--- config.mk ---
export PLATFORM = sky130hd
export DESIGN_NAME = suma_display_7seg
export DESIGN_NICKNAME = d
export VERILOG_FILES = /design/src/rtl/suma_display_7seg.sv
export SDC_FILE = /design/constraint.sdc
export NUM_CORES = 1
export LEC_CHECK = 0
export BUFFER_PORTS_ARGS = -buffer_cell sky130_fd_sc_hd__buf_2
export CAP_MARGIN = 20
export CORE_ASPECT_RATIO = 1.25
export CORE_MARGIN = 8
export CORE_UTILIZATION = 55
export CTS_CLUSTER_DIAMETER = 120
export CTS_CLUSTER_SIZE = 20
export DETAILED_ROUTE_END_ITERATION = 16
export PLACE_DENSITY = 0.79
export SETUP_SLACK_MARGIN = 0.02
export SYNTH_ARGS = -nofsm -noshare
export SYNTH_HDL_FRONTEND = slang
export SYNTH_SLANG_ARGS = --single-unit
export TNS_END_PERCENT = 5
--- constraint.sdc ---
create_clock -name clk_27MHz -period 6.3 [get_ports clk_27MHz]
set_input_delay 0.315 -clock clk_27MHz [delete_from_list [all_inputs] [get_ports clk_27MHz]]
set_output_delay 0.315 -clock clk_27MHz [all_outputs]
set_load 0.1 [all_outputs]
--- src/rtl/suma_display_7seg.sv ---
// Latches Num1+Num2 on each Sum_ready rise, converts it to BCD with a sequential
// double-dabble and scans the result onto a 4-digit 7-segment display.
// Optional macro LEADING_ZERO_BLANK_EN blanks leading zero digits (units always shown).
module suma_display_7seg #(
    parameter int NUM_W       = 10,
    parameter int REFRESH_DIV = 27000,
    parameter bit SEG_ACT_LOW = 1'b1
) (
    input  logic             clk_27MHz,
    input  logic             reset,
    input  logic [NUM_W-1:0] Num1,
    input  logic [NUM_W-1:0] Num2,
    input  logic             Sum_ready,
    output logic [NUM_W:0]   sum_bin,
    output logic [15:0]      bcd,
    output logic             bcd_valid,
    output logic [6:0]       seg,
    output logic [3:0]       an
);

    localparam int SW   = NUM_W + 1;
    localparam int SR_W = 16 + SW;
    localparam int IT_W = $clog2(SW + 1);
    localparam int RC_W = (REFRESH_DIV > 1) ? $clog2(REFRESH_DIV) : 1;

    localparam logic [1:0] S_IDLE = 2'd0;
    localparam logic [1:0] S_CONV = 2'd1;
    localparam logic [1:0] S_DONE = 2'd2;

    localparam logic [6:0] SEG_OFF = SEG_ACT_LOW ? 7'h7F : 7'h00;
    localparam logic [3:0] AN_OFF  = SEG_ACT_LOW ? 4'hF : 4'h0;

    logic            r_sr_d;
    logic [1:0]      r_state;
    logic [SR_W-1:0] r_shift;
    logic [IT_W-1:0] r_iter;
    logic [SW-1:0]   r_sum;
    logic [15:0]     r_bcd;
    logic            r_valid;
    logic [RC_W-1:0] r_refresh;
    logic [1:0]      r_digit;
    logic [6:0]      r_seg;
    logic [3:0]      r_an;

    logic            w_rise;
    logic [SW-1:0]   w_sum;
    logic [SR_W-1:0] w_adj;
    logic [SR_W-1:0] w_shifted;
    logic [1:0]      w_state_next;
    logic [SR_W-1:0] w_shift_next;
    logic [IT_W-1:0] w_iter_next;
    logic [SW-1:0]   w_sum_next;
    logic [15:0]     w_bcd_next;
    logic            w_valid_next;
    logic            w_wrap;
    logic [1:0]      w_digit_next;
    logic [3:0]      w_nib_sel;
    logic            w_blank;
    logic [6:0]      w_seg_hi;
    logic [3:0]      w_an_hot;
    logic [3:0]      w_digit_zero;

    assign w_rise = Sum_ready & ~r_sr_d;
    assign w_sum  = {1'b0, Num1} + {1'b0, Num2};

    // Double-dabble add-3 stage on each BCD nibble, binary part passes through.
    assign w_adj[SW-1:0] = r_shift[SW-1:0];
    generate
        for (genvar gi = 0; gi < 4; gi++) begin : g_adj
            logic [3:0] w_nib;
            assign w_nib = r_shift[SW + 4*gi +: 4];
            assign w_adj[SW + 4*gi +: 4] = (w_nib >= 4'd5) ? (w_nib + 4'd3) : w_nib;
        end
    endgenerate
    assign w_shifted = {w_adj[SR_W-2:0], 1'b0};

    always_comb begin
        w_state_next = r_state;
        w_shift_next = r_shift;
        w_iter_next  = r_iter;
        w_sum_next   = r_sum;
        w_bcd_next   = r_bcd;
        w_valid_next = r_valid;
        if (w_rise) begin
            // A rise in any state (including mid-conversion) starts a fresh run.
            w_sum_next   = w_sum;
            w_shift_next = {16'b0, w_sum};
            w_iter_next  = '0;
            w_valid_next = 1'b0;
            w_state_next = S_CONV;
        end else if (r_state == S_CONV) begin
            if (r_iter == IT_W'(SW)) begin
                w_bcd_next   = r_shift[SR_W-1 -: 16];
                w_valid_next = 1'b1;
                w_state_next = S_DONE;
            end else begin
                w_shift_next = w_shifted;
                w_iter_next  = r_iter + 1'b1;
            end
        end
    end

    always_ff @(posedge clk_27MHz or posedge reset) begin
        if (reset) begin
            r_sr_d  <= 1'b0;
            r_state <= S_IDLE;
            r_shift <= '0;
            r_iter  <= '0;
            r_sum   <= '0;
            r_bcd   <= '0;
            r_valid <= 1'b0;
        end else begin
            r_sr_d  <= Sum_ready;
            r_state <= w_state_next;
            r_shift <= w_shift_next;
            r_iter  <= w_iter_next;
            r_sum   <= w_sum_next;
            r_bcd   <= w_bcd_next;
            r_valid <= w_valid_next;
        end
    end

    assign w_wrap       = (r_refresh == RC_W'(REFRESH_DIV - 1));
    assign w_digit_next = w_wrap ? (r_digit + 2'd1) : r_digit;

    generate
        for (genvar gi = 0; gi < 4; gi++) begin : g_zero
            assign w_digit_zero[gi] = (w_bcd_next[4*gi +: 4] == 4'd0);
        end
    endgenerate

    // Display decode works from next-cycle values so seg/an track bcd_valid exactly.
    always_comb begin
        w_nib_sel = w_bcd_next[4*w_digit_next +: 4];
        w_an_hot  = 4'b0001 << w_digit_next;
        w_blank   = 1'b0;
`ifdef LEADING_ZERO_BLANK_EN
        case (w_digit_next)
            2'd3:    w_blank = w_digit_zero[3];
            2'd2:    w_blank = w_digit_zero[3] & w_digit_zero[2];
            2'd1:    w_blank = w_digit_zero[3] & w_digit_zero[2] & w_digit_zero[1];
            default: w_blank = 1'b0;
        endcase
`else
        w_blank   = 1'b0;
`endif
        case (w_nib_sel)
            4'd0:    w_seg_hi = 7'h3F;
            4'd1:    w_seg_hi = 7'h06;
            4'd2:    w_seg_hi = 7'h5B;
            4'd3:    w_seg_hi = 7'h4F;
            4'd4:    w_seg_hi = 7'h66;
            4'd5:    w_seg_hi = 7'h6D;
            4'd6:    w_seg_hi = 7'h7D;
            4'd7:    w_seg_hi = 7'h07;
            4'd8:    w_seg_hi = 7'h7F;
            4'd9:    w_seg_hi = 7'h6F;
            default: w_seg_hi = 7'h00;
        endcase
        if (w_blank) begin
            w_seg_hi = 7'h00;
        end
    end

    always_ff @(posedge clk_27MHz or posedge reset) begin
        if (reset) begin
            r_refresh <= '0;
            r_digit   <= 2'd0;
            r_seg     <= SEG_OFF;
            r_an      <= AN_OFF;
        end else begin
            r_refresh <= w_wrap ? '0 : (r_refresh + 1'b1);
            r_digit   <= w_digit_next;
            if (w_valid_next) begin
                r_seg <= SEG_ACT_LOW ? ~w_seg_hi : w_seg_hi;
                r_an  <= SEG_ACT_LOW ? ~w_an_hot : w_an_hot;
            end else begin
                r_seg <= SEG_OFF;
                r_an  <= AN_OFF;
            end
        end
    end

    assign sum_bin   = r_sum;
    assign bcd       = r_bcd;
    assign bcd_valid = r_valid;
    assign seg       = r_seg;
    assign an        = r_an;

endmodule

==> qor.csv <==
metric,value,unit
worstMarginPinSlew,0.9916,ns
end_kind,register,
pwr-share-clk,16.4,%
maxCapViolations,0,
n_antenna_cell,0,
syn_nets,526,
drive_gt1_share,21.52,%
ant_nets,0,
row_count,38,
ios,62,
clk_pin_slew_worst_paths,0.09,ns
grt_pass1_wl,16590,um
setup_tns,0,ns
hold_violations,1,
status,finished with violations,
synthArstFlopShare,100.0,%
stdcell_count,639,
nets,583,
gr-total-overflow,0,
holdWs,-0.001441,ns
synth_top_cell_by_area,dfrtp_1,
pwr-share-comb,47.1,%
finalCritPeriodShare,54.84,%
postCtsHoldBufs,0,
dr.pass1.iters,4,
core-area,8511,um2
grt_pass1_vias,3682,
h-tree-depth,3,
p_total,0.002327,W
arrival,3.74,ns
p_seq_share,36.5,%
syn_inst,477,
ys_ff_latch,90,
syn_area_per_cell,9.897,um2
finalClockSkew,0.01013,ns
worst_setup_path_start_kind,register,
crit_buf_inv,1,
drt-total-wl,9831,um
slowest_stage,nor4_4,
internal_power,0.001216,W
synth_warnings,0,
drc,0,
synth_flop_cell,dfrtp_1,
design.die.area,11820,um2
rsz0062_at_grt,no,
power.switching,0.001111,W
cts_root_buffer,clkbuf_8,
cts-resized-gates,0,
wl_per_cell,15.38,um
period_needed,3.455,ns
cts_setup_buffers,0,
path_class,register to register,
cts_tree,yes,
initial_core_util,55.47,%
required,6.59,ns
numCtsBuffers,9,
synth_area_leaders,"dfrtp_1 (42%), ha_1 (6.6%), dfstp_2 (6.1%)",
worstPathMaxFanout,17,
cp_cell_sequence,or4b_1 -> nor4_4 -> nor3b_1 -> o21ai_0 -> and3b_1 -> inv_1 -> ha_1 -> mux2_1 -> a32oi_1,
syn-cell-area,4721,um2
clock_latency,0.36,ns
grt_max_degree,91,
ys_top_cells_by_count,"dfrtp_1 (79), nand2_1 (60), a21oi_1 (39), nor2_1 (35), o21ai_0 (28)",
powerDensity,437.0,nW/um2
yosysSeqAreaShare,48.00,%
finalSetupViolCount,0,
vias,3643,
place.port_buffers,61,
routed_via_density,5.701,
dp_hpwl,6961,um
max_freq,289.4,MHz
grtUsageTotal,17.04,%
routabilityCongestion,0.7957,
synth_top_area_share,41.88,%
slew_viol_final,0,
drt_iter0_markers,195,
p_leak,2.585,nW
synth_edf_count,0,
violations,hold timing,
dp.cells,622,
maxSlewHeadroom,33.89,%
critPathTopFamily,simple AND/OR/NAND/NOR gates,
synthDistinctLibCells,49,
die_h,119.6,um
cts_buffer_depth,2,
ir_drop,219.5,uV
p_sw_share,47.76,%
slowest_delay,0.76,ns
fillers,690,
antenna_found_initial,0,
syn2layout_area_growth,12.80,%
yosysMostFrequentCell,dfrtp_1,
die_x,98.87,um
cts_sinks,90,
hp-class,input pin to async pin,
[worst paths after layout]
path                       slack [ns]                   start                endpoint  depth (start not counted)
min in group clk_27MHz           0.10               Sum_ready        r_sr_d$_DFF_PP0_                          1
setup / recovery                 2.84  r_refresh[3]$_DFF_PP0_        seg[4]$_DFF_PP1_                          9
hold / removal                 -0.001                   reset  sum_bin[2]$_DFFE_PP0P_                          3
hold reg to reg                  0.48  sum_bin[3]$_DFFE_PP0P_  sum_bin[3]$_DFFE_PP0P_                          2
max in group asynchronous        5.69                   reset        bcd[0]$_DFF_PP0_                          4
setup reg to reg                 2.84  r_refresh[3]$_DFF_PP0_        seg[4]$_DFF_PP1_                          9
[worst min-delay path, cell delays in order]
cell and delay [ns]:
buf_2 0.10, clkinv_2 0.03, buf_4 0.33
[layer usage]
layer	global-route usage [%]	wire (um)	up-vias
li1	-	-	1755
met2	29.21	4891	97
met4	7.507	203	0
met1	19.99	4278	1770
met5	0	0	-
met3	3.766	457	21
[power groups by stage]
stage | combinational (W) | clock [W] | sequential (W)
floorplan | 0.000497 | 0 | 0.00125
global placement | 0.00106 | 0 | 0.000850
global route | 0.00119 | 0.000407 | 0.000870
detailed placement | 0.00109 | 0 | 0.000859
CTS | 0.00110 | 0.000389 | 0.000850
finish | 0.00110 | 0.000381 | 0.000850
[cell type report]
cell class	count	area (um2)	area share [%]
clock buffers	11	131.4	2.467
repair buffers	66	362.8	6.814
well taps	100	125.1	2.350
multi-input cells	343	2292	43.05
clock inverters	5	56.30	1.057
inverters	24	91.34	1.715
flip-flops and latches	90	2266	42.55
[sequential cells by signal, indices dropped and copies added, names as in the netlist, 4 cells and up]
name	flops
r_refresh	15
r_shift	27
seg	7
bcd	16
an	4
r_iter	4
sum_bin	11
[metrics by stage]
stage / worst slack, ns / instance area (um2) / hold WS [ns] / utilization, %
global route: 2.627 / 5325 / 0.02740 / 62.57
global placement: 3.031 / 5110 / 0.4567 / 60.04
floorplan: 3.559 / 4721 / 0.3464 / -
finish: 2.845 / 5325 / -0.001441 / 62.57
detailed placement: 2.898 / 5110 / 0.4621 / 60.04
CTS: 2.868 / 5298 / 0.09365 / 62.25
[kinds of logic (layout without fill, tap and decap cells)]
| logic type | after synthesis | after routing | share of synthesized area [%] |
|---|---|---|---|
| multiplexers | 26 | 26 | 6.918 |
| AO/OA/AOI/OAI | 95 | 95 | 11.42 |
| adder cells (fa/ha/maj) | 26 | 26 | 7.050 |
| buffers and inverters | 44 | 106 | 3.658 |
| AND/OR/NAND/NOR | 168 | 168 | 17.76 |
| XOR/XNOR | 28 | 28 | 5.195 |
| flip-flops | 90 | 90 | 48.00 |
[layout by cell type, fill, tap and decap left out, types with 5 or more instances in the layout]
| cell type | synthesis | routed |
|---|---|---|
| inv_1 | 24 | 23 |
| ha_1 | 25 | 25 |
| nor3b_1 | 5 | 5 |
| a21o_1 | 5 | 5 |
| mux2i_1 | 9 | 9 |
| clkbuf_8 | 0 | 9 |
| xnor2_1 | 15 | 15 |
| nand2b_1 | 10 | 10 |
| dfrtp_1 | 79 | 79 |
| mux2_2 | 12 | 12 |
| nand2_1 | 60 | 60 |
| a21oi_1 | 39 | 39 |
| xor2_1 | 13 | 13 |
| nor2_1 | 35 | 35 |
| a211oi_1 | 6 | 6 |
| o21ai_0 | 28 | 28 |
| and3_1 | 9 | 9 |
| nor3_1 | 10 | 9 |
| nand3_1 | 13 | 13 |
| buf_2 | 3 | 61 |
| dfstp_2 | 11 | 11 |
Note: power is estimated with default switching activity, not from simulation.
